<file path="src/rtl/uart_pkg.sv">
// uart_pkg: shared state/parity encodings and the 3-sample bit voter for the UART receiver
package uart_pkg;
  typedef enum logic [2:0] {IDLE, START, DATA, PARITY, STOP, WAIT_HIGH} rx_state_t;
  typedef enum logic [1:0] {PAR_NONE, PAR_ODD, PAR_EVEN} parity_t;
  function automatic logic majority(input logic a, input logic b, input logic c);
    return (a & b) | (a & c) | (b & c);
  endfunction
endpackage

</file>
<file path="src/rtl/uart_baud_tick.sv">
// uart_baud_tick: oversampling tick generator, restartable so ticks align to the start edge
module uart_baud_tick #(
  parameter int CLK_FREQ   = 100_000_000,
  parameter int BAUD       = 115200,
  parameter int OVERSAMPLE = 16
) (
  input  logic clk,
  input  logic rst_n,
  input  logic clear,
  output logic tick
);
  localparam int TICK_DIV = CLK_FREQ / (BAUD * OVERSAMPLE);
  localparam int CW = TICK_DIV > 1 ? $clog2(TICK_DIV) : 1;
  if (TICK_DIV < 1) begin : g_div_chk
    $error("uart_baud_tick: clock too slow for BAUD*OVERSAMPLE");
  end
  logic [CW-1:0] cnt;
  assign tick = cnt == CW'(TICK_DIV - 1);
  // divider restarts on clear so the first tick lands TICK_DIV cycles after the start edge
  always_ff @(posedge clk or negedge rst_n)
    if (!rst_n) cnt <= '0;
    else cnt <= (clear || tick) ? '0 : cnt + 1'b1;
endmodule

</file>
<file path="src/rtl/uart_rx_os.sv">
// uart_rx_os: oversampled UART receiver with parity/framing/overrun errors and ready/valid output
module uart_rx_os #(
  parameter int CLK_FREQ    = 100_000_000,
  parameter int BAUD        = 115200,
  parameter int OVERSAMPLE  = 16,
  parameter int DATA_BITS   = 8,
  parameter int PARITY      = 0,
  parameter int STOP_BITS   = 1,
  parameter int IDLE_CYCLES = 20_000
) (
  input  logic                 clk,
  input  logic                 rst_n,
  input  logic                 rx,
  output logic [DATA_BITS-1:0] data,
  output logic                 valid_out,
  input  logic                 ready_in,
  output logic                 parity_err,
  output logic                 framing_err,
  output logic                 overrun_err,
  output logic                 data_end,
  output logic                 busy
);
  import uart_pkg::*;
  localparam int HALF = OVERSAMPLE / 2;
  localparam int TW = $clog2(OVERSAMPLE);
  localparam int BW = $clog2(DATA_BITS);
  localparam int IW = $clog2(IDLE_CYCLES + 1);
  rx_state_t state, nxt;
  logic rx_m, rx_s, tick, s_a, s_b, fbad, par_ok, armed;
  logic [TW-1:0] tcnt;
  logic [BW-1:0] bcnt;
  logic [IW-1:0] icnt;
  logic [DATA_BITS-1:0] shreg;
  logic start_det, vtick, etick, vote, last_data, last_stop, complete, fbad_now, deliver;
  logic idle_cnt_en, data_end_hit;
  assign start_det = state == IDLE && !rx_s;
  assign vtick = tick && tcnt == TW'(HALF + 1);
  assign etick = tick && tcnt == TW'(OVERSAMPLE - 1);
  assign vote = majority(s_a, s_b, rx_s);
  assign last_data = bcnt == BW'(DATA_BITS - 1);
  assign last_stop = bcnt == BW'(STOP_BITS - 1);
  assign complete = state == STOP && vtick && last_stop;
  assign fbad_now = fbad || !vote;
  assign deliver = complete && !fbad_now && par_ok;
  assign idle_cnt_en = state == IDLE && rx_s && icnt != IW'(IDLE_CYCLES);
  assign data_end_hit = idle_cnt_en && armed && icnt == IW'(IDLE_CYCLES - 1);
  assign busy = state != IDLE;
  uart_baud_tick #(.CLK_FREQ(CLK_FREQ), .BAUD(BAUD), .OVERSAMPLE(OVERSAMPLE)) u_tick (
    .clk(clk), .rst_n(rst_n), .clear(start_det), .tick(tick)
  );
  // two-flop synchroniser; the line idles high
  always_ff @(posedge clk or negedge rst_n)
    if (!rst_n) {rx_s, rx_m} <= 2'b11;
    else {rx_s, rx_m} <= {rx_m, rx};
  // state register
  always_ff @(posedge clk or negedge rst_n)
    if (!rst_n) state <= IDLE;
    else state <= nxt;
  // next state: frames end at the mid-bit vote of the last stop bit
  always_comb begin
    nxt = state;
    unique case (state)
      IDLE:             if (!rx_s) nxt = START;
      START:            nxt = (vtick && vote) ? IDLE : (etick ? DATA : START);
      DATA:             if (etick && last_data) nxt = PARITY != 0 ? uart_pkg::PARITY : STOP;
      uart_pkg::PARITY: if (etick) nxt = STOP;
      STOP:             if (complete) nxt = fbad_now ? WAIT_HIGH : IDLE;
      WAIT_HIGH:        if (rx_s) nxt = IDLE;
      default:          nxt = IDLE;
    endcase
  end
  // bit timing, vote samples, payload shift and per-frame error flags
  always_ff @(posedge clk or negedge rst_n)
    if (!rst_n) begin
      tcnt <= '0;
      bcnt <= '0;
      s_a <= 1'b1;
      s_b <= 1'b1;
      shreg <= '0;
      fbad <= 1'b0;
      par_ok <= 1'b1;
    end else if (start_det) begin
      tcnt <= '0;
      bcnt <= '0;
      fbad <= 1'b0;
      par_ok <= 1'b1;
    end else if (tick) begin
      tcnt <= etick ? '0 : tcnt + 1'b1;
      if (tcnt == TW'(HALF - 1)) s_a <= rx_s;
      if (tcnt == TW'(HALF)) s_b <= rx_s;
      if (vtick && state == DATA) shreg <= {vote, shreg[DATA_BITS-1:1]};
      if (vtick && state == uart_pkg::PARITY) par_ok <= ((^shreg) ^ vote) == (PARITY == int'(PAR_ODD));
      if (vtick && state == STOP) fbad <= fbad_now;
      if (etick && (state == DATA || state == STOP)) bcnt <= (state == DATA && last_data) ? '0 : bcnt + 1'b1;
    end
  // output buffer, error pulses and end-of-burst detection
  always_ff @(posedge clk or negedge rst_n)
    if (!rst_n) begin
      data <= '0;
      valid_out <= 1'b0;
      parity_err <= 1'b0;
      framing_err <= 1'b0;
      overrun_err <= 1'b0;
      data_end <= 1'b0;
      armed <= 1'b0;
      icnt <= '0;
    end else begin
      parity_err <= complete && !fbad_now && !par_ok;
      framing_err <= complete && fbad_now;
      overrun_err <= deliver && valid_out && !ready_in;
      data_end <= data_end_hit;
      if (deliver && (!valid_out || ready_in)) begin
        data <= shreg;
        valid_out <= 1'b1;
      end else if (ready_in) valid_out <= 1'b0;
      armed <= complete ? 1'b1 : (data_end_hit ? 1'b0 : armed);
      icnt <= start_det ? '0 : (idle_cnt_en ? icnt + 1'b1 : icnt);
    end
endmodule

</file>
<file path="config.mk">
export PLATFORM = sky130hd
export DESIGN_NAME = uart_rx_os
export DESIGN_NICKNAME = d
export VERILOG_FILES = /design/src/rtl/uart_pkg.sv /design/src/rtl/uart_baud_tick.sv /design/src/rtl/uart_rx_os.sv
export SDC_FILE = /design/constraint.sdc
export NUM_CORES = 1
export LEC_CHECK = 0
export BUFFER_PORTS_ARGS = -buffer_cell sky130_fd_sc_hd__buf_2
export CELL_PAD_IN_SITES_DETAIL_PLACEMENT = 1
export CELL_PAD_IN_SITES_GLOBAL_PLACEMENT = 1
export CORE_MARGIN = 2
export CORE_UTILIZATION = 45
export CTS_CLUSTER_DIAMETER = 120
export CTS_CLUSTER_SIZE = 40
export DETAILED_ROUTE_END_ITERATION = 10
export GPL_TIMING_DRIVEN = 0
export PLACE_DENSITY_LB_ADDON = 0.1
export SLEW_MARGIN = 20
export SYNTH_ARGS = -nofsm -noshare
export SYNTH_HDL_FRONTEND = slang
export SYNTH_SLANG_ARGS = --single-unit
</file>
<file path="constraint.sdc">
create_clock -name clk -period 5.9 [get_ports clk]
set_input_delay 0.59 -clock clk [delete_from_list [all_inputs] [get_ports clk]]
set_output_delay 0.59 -clock clk [all_outputs]
set_load 0.01 [all_outputs]
</file>
==> flow_metrics.py <==
metrics = {
    "global_route": {
        "grt_use_total": 0.191,
        "antenna_found_initial": 0,
        "grt_pass1_vias": 2190,
        "grt_overflow": 0,
        "grt_start_max_net_pins": 60,
        "grt_pass1_wl_mm": 10.8,
    },
    "place": {
        "pre_cts_slack_ns": 3.50,
        "place_congestion": 0.749,
        "dp_hpwl_mm": 4.25,
        "port_buffers": 17,
    },
    "drt": {
        "wl_per_cell_um": 16.2,
        "routed-via-count": 2084,
        "routed_wl_mm": 6.20,
        "via_per_inst": 5.43,
        "ant_nets": 0,
        "dr.pass1.iters": 4,
        "drt_iter0_drc": 90,
        "drc_errors": 0,
    },
    "hold_path": {
        "hp-class": "in2async",
    },
    "floorplan": {
        "die_w_um": 84.9,
        "die_h_um": 84.9,
        "fp-row-count": 29,
        "initial_core_util": 0.463,
        "ios": 18,
        "core_sq_um": 6350,
        "die_area_sq_um": 7200,
    },
    "layout": {
        "mostFrequentLayoutCell": "dfrtp_1",
        "layout_common_cells": "dfrtp_1 (54), nor2_1 (32), nand2_1 (22)",
        "num_antenna_cells": 0,
        "finalNetCount": 317,
        "final_layout_size_suffix_gt1_frac": 0.212,
        "fillers": 710,
        "syn_to_final_growth_pct": 12.3,
        "post-route-util": 0.521,
    },
    "sta": {
        "maxSlewHeadroom": 0.478,
        "period_share": 0.407,
        "worstMarginPinSlew_ns": 0.781,
        "fmax_ghz": 0.416,
        "finalCriticalPeriod_ns": 2.40,
        "slew_violations": 0,
        "fin_skew_ns": 0.00952,
        "grt_setup_unrepaired": "no",
        "holdWs_ns": 0.314,
        "fin_ws_ns": 3.50,
        "hold_viol_final": 0,
        "tns_ns": 0,
        "setup_viol": 0,
    },
    "run_status": {
        "status": "complete, no violations",
    },
    "setup_path": {
        "ff2ff_path_depth": 6,
        "required_ns": 6.09,
        "critPathCaptureType": "register",
        "worstReg2RegStart": "state[1]$_DFFE_PN0P_",
        "worst_setup_path_start_kind": "register",
        "r2r_end": "tcnt[2]$_DFFE_PN0N_",
        "r2r_slack_ns": 3.50,
        "crit_path_max_fanout": 10,
        "cp_data_arrival_time_ns": 2.59,
        "criticalPathCategory": "reg2reg",
    },
    "power": {
        "power.share.clock": 0.443,
        "power_frac_comb": 0.014,
        "powerDensity_nw_per_um2": 226,
        "p_leak_nw": 1.56,
        "seqPwrFrac": 0.543,
        "net-switching-power_w": 0.000158,
        "power.total_w": 0.000748,
        "switching_share": 0.211,
        "peakVddDrop_mv": 0.148,
        "internal_power_w": 0.000591,
    },
    "yosys": {
        "yosysSeqAreaShare": 0.504,
        "avgSynthCellArea_sq_um": 10.7,
        "synthArstFlopShare": 1.00,
        "synth_area_leaders": "dfrtp_1 (46%), mux2_2 (6.5%), dfstp_2 (4.5%)",
        "yosysTopAreaCell": "dfrtp_1",
        "syn_inst": 275,
        "ys_types": 47,
        "synthFlopType": "dfrtp_1",
        "ys.warnings.count": 0,
        "synth-edff-count": 0,
        "ys_ff_latch": 59,
        "syn_nets": 289,
        "yosysTopAreaCellShare": 0.459,
        "synth_area_sq_um": 2940,
    },
    "clock_tree": {
        "ctsRootBufferMaster": "clkbuf_8",
        "cts_resized": 0,
        "clk_latency_ns": 0.33,
        "cts_buffers": 9,
        "cts_tree": "built",
        "h-tree-depth": 3,
        "cts.hold.buffers_added": 0,
        "path_clk_slew_ns": 0.07,
        "post-cts-setup-buffer-count": 0,
        "clockBufferDepth": 2,
        "cts_sinks": 59,
    },
    "flow_run": {
        "cap_violations": 0,
    },
}
-- state kept, by name, indices dropped and copies added, names as in the netlist --
signal	cells
s_b	1
fbad	1
s_a	1
data	8
state	3
icnt	15
data_end	1
bcnt	3
par_ok	1
u_tick.cnt	6
valid_out	1
rx_s	1
armed	1
shreg	8
overrun_err	1
parity_err	1
framing_err	1
tcnt	4
rx_m	1
-- metrics by stage --
stage | instances | instance area, sq um
2_1_floorplan | 275 | 2940
6_report | 384 | 3310
3_3_place_gp | 369 | 3120
3_5_place_dp | 369 | 3130
4_1_cts | 384 | 3310
5_1_grt | 384 | 3310
-- Yosys cell counts (all sizes together), types with 2 or more instances --
library cell   n
and3           5
buf            3
nand4          4
o211ai         3
nand3b         3
o31ai          5
inv           13
nand3         16
xor2          11
nor2b          3
nor2          32
o21ai          6
mux2          17
nand4b         2
nor3           9
nand2b         3
mux2i          3
dfstp          5
a21oi         11
dfrtp         54
or3            2
xnor2         10
nor4           4
nand2         22
clkbuf         5
ha            10
and2           2
-- cell type report --
cell class	count	area, sq um	area share
Tap cell	77	96.3	0.0291
Inverter	13	48.8	0.0148
Clock inverter	2	10.0	0.00303
Timing Repair Buffer	17	87.6	0.0265
Sequential cell	59	1480	0.449
Clock buffer	13	169	0.0511
Multi-Input combinational cell	195	1360	0.412
Buffer	8	48.8	0.0148
-- power groups by stage --
stage                     Sequential (W)  Combinational, W  Clock, W
after floorplan                 0.000413        0.00000135         0
after global placement          0.000413         0.0000113         0
after detailed placement        0.000413         0.0000113         0
after CTS                       0.000406         0.0000114  0.000344
after global routing            0.000406         0.0000127  0.000362
final                           0.000406         0.0000105  0.000332
-- cells by family (layout without fill, tap and decap cells) --
group,Yosys count,count (layout),synth area share
mux,20,20,0.0753
buf+inv,21,53,0.0332
xor+xnor,22,22,0.0702
simple gates,111,111,0.206
flops,59,59,0.504
compound gates,31,31,0.0659
fa+ha+maj,11,11,0.0459
-- critical path, stage by stage, from the launching register on --
cell and delay [ns]:
dfrtp_1 0.36, clkbuf_1 0.23, nor3_2 0.33, inv_2 0.16, nor2_1 0.63, clkbuf_1 0.46
nor2_1 0.10
-- worst max-delay path by stage --
stage | from | to | slack (ns) | cells after the start
CTS | state[1]$_DFFE_PN0P_ | tcnt[2]$_DFFE_PN0N_ | 3.46 | 6
finish | state[1]$_DFFE_PN0P_ | tcnt[2]$_DFFE_PN0N_ | 3.50 | 6
detailed placement | state[1]$_DFFE_PN0P_ | tcnt[2]$_DFFE_PN0N_ | 3.50 | 6
global placement | state[1]$_DFFE_PN0P_ | tcnt[2]$_DFFE_PN0N_ | 3.50 | 6
floorplan | u_tick.cnt[1]$_DFF_PN0_ | shreg[0]$_DFFE_PN0P_ | 3.91 | 7
global route | state[1]$_DFFE_PN0P_ | icnt[10]$_DFFE_PN0P_ | 3.21 | 6
-- metal layers --
metal,track usage,share of wire
met2,0.294,0.46
met4,0.0779,0.016
met3,0.0350,0.021
met1,0.268,0.50
met5,0,0
(Power assumes the default switching activity.)
